## src/rtl/sdram_pkg.sv

```systemverilog
// sdram_pkg: SDRAM command codes and arbiter state encoding shared by the SDRAM controller files.
package sdram_pkg;

    // Commands are {cs_n, ras_n, cas_n, we_n}.
    localparam logic [3:0] CMD_NOP          = 4'b0111;
    localparam logic [3:0] CMD_PRECHARGE    = 4'b0010;
    localparam logic [3:0] CMD_AUTO_REFRESH = 4'b0001;
    localparam logic [3:0] CMD_MODE_SELECT  = 4'b0000;
    localparam logic [3:0] CMD_ACTIVE       = 4'b0011;
    localparam logic [3:0] CMD_WRITE        = 4'b0100;
    localparam logic [3:0] CMD_READ         = 4'b0101;
    localparam logic [3:0] CMD_BURST_STOP   = 4'b0110;

    typedef enum logic [4:0] {
        ST_INIT  = 5'b00001,
        ST_IDLE  = 5'b00010,
        ST_AREF  = 5'b00100,
        ST_WRITE = 5'b01000,
        ST_READ  = 5'b10000
    } arb_state_t;

endpackage

```

## src/rtl/sdram_arbiter.sv

```systemverilog
// sdram_arbiter: owns the SDRAM command/address bus and hands it to init, refresh, write or read.
//   sys_clk, sys_rst (async, active-low)
//   init_*  : power-up initialiser bus and done flag (bus owner until done)
//   aref_*  : refresh request/end/bus, highest priority after init
//   wr_*    : write engine request/end/bus
//   rd_*    : read engine request/end/bus
//   *_en    : registered grant to each engine
//   sdram_* : SDRAM command pins, bank and address
module sdram_arbiter
    import sdram_pkg::*;
#(
    parameter int CMD_W  = 4,
    parameter int ADDR_W = 12,
    parameter int BA_W   = 2
) (
    input  logic              sys_clk,
    input  logic              sys_rst,
    input  logic [CMD_W-1:0]  init_cmd,
    input  logic [ADDR_W-1:0] init_addr,
    input  logic              init_end_flag,
    input  logic              aref_req,
    input  logic              aref_end,
    input  logic [CMD_W-1:0]  aref_cmd,
    input  logic [ADDR_W-1:0] aref_addr,
    input  logic              wr_req,
    input  logic              wr_end,
    input  logic [CMD_W-1:0]  wr_cmd,
    input  logic [BA_W-1:0]   wr_ba,
    input  logic [ADDR_W-1:0] wr_addr,
    input  logic              rd_req,
    input  logic              rd_end,
    input  logic [CMD_W-1:0]  rd_cmd,
    input  logic [BA_W-1:0]   rd_ba,
    input  logic [ADDR_W-1:0] rd_addr,
    output logic              aref_en,
    output logic              wr_en,
    output logic              rd_en,
    output logic              sdram_cs_n,
    output logic              sdram_ras_n,
    output logic              sdram_cas_n,
    output logic              sdram_we_n,
    output logic [BA_W-1:0]   sdram_ba,
    output logic [ADDR_W-1:0] sdram_addr
);

    arb_state_t        state_q, state_d;
    logic              last_q;
    logic [CMD_W-1:0]  cmd;

    always_comb begin
        state_d = state_q;
        case (state_q)
            ST_INIT:  state_d = init_end_flag ? ST_IDLE : ST_INIT;
            // Refresh first; when both data engines wait, serve the one not served last.
            ST_IDLE:  state_d = aref_req          ? ST_AREF :
                                (wr_req && rd_req) ? (last_q ? ST_WRITE : ST_READ) :
                                wr_req            ? ST_WRITE :
                                rd_req            ? ST_READ : ST_IDLE;
            ST_AREF:  state_d = aref_end ? ST_IDLE : ST_AREF;
            ST_WRITE: state_d = wr_end ? ST_IDLE : ST_WRITE;
            ST_READ:  state_d = rd_end ? ST_IDLE : ST_READ;
            default:  state_d = ST_INIT;
        endcase
    end

    // Grants are decoded from the next state so they move on the same edge as the state.
    always_ff @(posedge sys_clk or negedge sys_rst) begin
        if (!sys_rst) begin
            state_q <= ST_INIT;
            last_q  <= 1'b0;
            aref_en <= 1'b0;
            wr_en   <= 1'b0;
            rd_en   <= 1'b0;
        end else begin
            state_q <= state_d;
            aref_en <= state_d == ST_AREF;
            wr_en   <= state_d == ST_WRITE;
            rd_en   <= state_d == ST_READ;
            if (state_q == ST_IDLE && state_d == ST_WRITE)
                last_q <= 1'b0;
            if (state_q == ST_IDLE && state_d == ST_READ)
                last_q <= 1'b1;
        end
    end

    always_comb begin
        cmd        = CMD_NOP;
        sdram_ba   = '0;
        sdram_addr = '0;
        case (state_q)
            ST_INIT: begin
                cmd        = init_cmd;
                sdram_addr = init_addr;
            end
            ST_AREF: begin
                cmd        = aref_cmd;
                sdram_addr = aref_addr;
            end
            ST_WRITE: begin
                cmd        = wr_cmd;
                sdram_ba   = wr_ba;
                sdram_addr = wr_addr;
            end
            ST_READ: begin
                cmd        = rd_cmd;
                sdram_ba   = rd_ba;
                sdram_addr = rd_addr;
            end
            default: ;
        endcase
    end

    assign {sdram_cs_n, sdram_ras_n, sdram_cas_n, sdram_we_n} = cmd;

endmodule
```

## config.mk

```make
export PLATFORM = sky130hd
export DESIGN_NAME = sdram_arbiter
export DESIGN_NICKNAME = d
export VERILOG_FILES = /design/src/rtl/sdram_pkg.sv /design/src/rtl/sdram_arbiter.sv
export SDC_FILE = /design/constraint.sdc
export NUM_CORES = 1
export LEC_CHECK = 0
export CORE_MARGIN = 2
export CORE_UTILIZATION = 26
export CTS_CLUSTER_SIZE = 16
export DETAILED_ROUTE_END_ITERATION = 7
export PLACE_DENSITY = 0.77
export SLEW_MARGIN = 15
export SYNTH_ARGS = -nofsm -noshare
export SYNTH_HDL_FRONTEND = slang
export SYNTH_SLANG_ARGS = --single-unit
export TNS_END_PERCENT = 5
```

## constraint.sdc

```tcl
create_clock -name sys_clk -period 1.8 [get_ports sys_clk]
set_input_delay 0.45 -clock sys_clk [delete_from_list [all_inputs] [get_ports sys_clk]]
set_output_delay 0.45 -clock sys_clk [all_outputs]
set_load 0.02 [all_outputs]
```

==> impl_results.md <==
- Compound-gate portion of the synthesized area: 0.382
- RePlAce Congestion: roughly 0.86
- Worst slew pin tran: about 410 ps
- Outcome: finished with violations
- Via count: 1416
- Worst Clk Skew: 1.97 ps
- Port bufs: 97
- HP Class: in2async
- CTS tree: yes
- Cell area after synthesis: 942 um^2
- Clk Latency, worst-skew pair: between 200 and 300 ps
- # setup viols final: 18
- Gr ovfl total: 0
- Min cycle time layout: 2310 ps
- DR pass1 iterations: 4
- Die height: 64.2 um
- CTS Buffer Depth: 2
- Initial Util: 0.276
- Core Area: 0.00342 mm^2
- CTS HTree Levels: 1
- Async SR Flop Fraction: 1.00
- Crit share post-route: 1.28
- Crit-path max FO: 4
- Area grow syn2layout: 143%
- PD cells: 988 mW/mm^2
- DRT Wirelength: 4.27 mm
- RSZ-0062 raised after global routing: yes
- R2R cell count: 5
- DRC errors left: 0
- Wire length per cell after detailed routing: 15.4 um
- Maxcap violations: 0
- Largest family of logic cells by synthesized area: compound AO/OA/AOI/OAI gates
- Maximum VDD drop: 0.832 mV
- Leakage: 0.958 nW
- IO Count: 98
- Seq/Total Area, Yosys: 0.240
- CP startpoint kind: register
- Fmax achieved: 434 MHz
- Hold Fails Final Rpt: 0
- Yosys warning count: 0
- Final WS setup: -506 ps
- CTS sink count: 9
- Final nets: around 310
- Initial antenna violation count: 0
- Die ar.: 0.00412 mm^2
- Global-route wire length before repair: 6.76 mm
- Dpl hpwl: 3.37 mm
- R2R setup slack: 200 ps
- Final ANT Viol Nets: 0
- Adder-cell area share of the yosys netlist: 0
- Yosys reg bits: 9
- Synth cell types: 29
- Inserted Diodes: 0
- Clock transition at path regs: 60 ps
- Post-synthesis mux area share: 0
- Final Cell Area: 0.00229 mm^2
- Placed Area: 0.00211 mm^2
- Synth Net Count: 194
- Slew Viols, Final: 0
- Synth Area in Simple Gates: 0.282
- Share of cells above drive strength 1: 0.372
- EDFF count, synth: 0
- Synth Area per Inst: 8.05 um^2
- Finished Layout Cells: 277
- Synth Flop Type: dfrtp_1
- Total design power: around 2.3 mW
- Hold Buf Count CTS: 0
- Crit Path Class: reg2out
- Post-Syn Instances: 117
- # fillers: 288
- Worst path required time: 1350 ps
- Critical Path AT: ~1900 ps
- Placed insts: about 270
- Largest net degree at the start of global routing: 18
- Die width: 64.2 um
- Initial DRC Count: 56
- GRT Util Overall: 0.204
- Vias per inst: a little over 5
- Slew margin rel.: 0.724
- Number of global-route vias before repair: 1541
- Pre-CTS setup slack: -667 ps
- Failing checks: setup timing
- Crit end category: primary output
- Root Buffer Master: clkbuf_4
- TritonCTS Buffers: 3
- Site Rows: 21
- Post-synthesis xor/xnor area fraction: 0.00930
-- per-stage QoR --
step / utilization / hold slack (ps) / TNS [ps]
after floorplan: - / 154 / -1050
after global placement: 0.619 / 485 / -10750
after detailed placement: 0.619 / 512 / -11150
after CTS: 0.638 / 500 / -7470
after global routing: 0.670 / 517 / -8280
final: 0.670 / 480 / -7070
-- state kept, by name, summed over array words and instances, names as in the netlist --
signal and count:
wr_en 1, rd_en 1, state_q 5, last_q 1, aref_en 1
-- worst paths after layout --
path	startpoint	endpoint
max reg2reg	state_q[2]	state_q[4]
min reg2reg	last_q	last_q
max	state_q[3]	sdram_we_n
min in group sys_clk	last_q	last_q
max in group asynchronous	sys_rst	state_q[0]
min	sys_rst	wr_en
-- worst max-delay path: stages, from the launching register on --
cell and delay (ps):
dfrtp_1 430, buf_6 140, and2b_2 210, buf_6 130, a22oi_2 120, nor2_1 60
or3_4 360, buf_6 140
-- cell families (layout without fill, tap and decap cells) --
| kind of cell | count (synthesis) | in the layout |
|---|---|---|
| compound gates | 49 | 49 |
| xor+xnor | 1 | 1 |
| buf+inv | 11 | 124 |
| flops | 9 | 9 |
| simple gates | 47 | 48 |
-- per-layer routing --
metal	track usage	wire, um
met2	0.405	2430
met5	0	0
met3	0.0405	289
met1	0.213	1470
met4	0.0585	81
-- power by group --
part | internal (mW) | total (mW) | switching [mW]
sequential | 0.257 | 0.319 | 0.0617
clock | 0.0857 | 0.161 | 0.0750
combinational | 0.964 | 1.78 | 0.817
total | 1.31 | 2.26 | 0.954
-- cell type report --
type,count,area [um^2],share of cell area
clock buffer,4,26.3,0.0115
inverter,1,3.75,0.00164
multi-input combinational,98,786,0.343
sequential,9,229,0.100
tap,46,57.6,0.0252
timing repair buffer,119,1190,0.518
-- Yosys cell counts (3+ instances only) --
library cell,instances,area [um^2]
a22oi_1,30,225
nand3_1,3,15.0
nand2_1,17,63.8
o31ai_1,4,30.0
buf_6,4,45.0
or3_1,5,31.3
dfrtp_1,8,200
nand2b_1,4,25.0
buf_2,5,25.0
o21ai_0,3,15.0
nor2_1,8,30.0
a22o_1,5,43.8
-- cells in the final DEF (no fill, tap or decap), drive strengths merged, types with 2 or more instances in the layout --
| cell type | instances |
|---|---|
| clkbuf | 4 |
| or3 | 5 |
| a22oi | 30 |
| nor3 | 2 |
| o21ai | 3 |
| and2 | 2 |
| dfrtp | 8 |
| nand3 | 3 |
| buf | 39 |
| nand2b | 4 |
| o31ai | 4 |
| nand2 | 17 |
| nor2 | 11 |
| a22o | 5 |
| a31oi | 2 |
| a21oi | 2 |
| clkdlybuf4s50 | 79 |
-- repair_timing --
action | CTS | global route
pin swaps | 11 | 10
gates resized for setup | 99 | 32
gates cloned | 1 | 0
buffers inserted | 1 | 0
setup endpoints to repair | 18 | 18
Power figures use the tool's default switching activity.
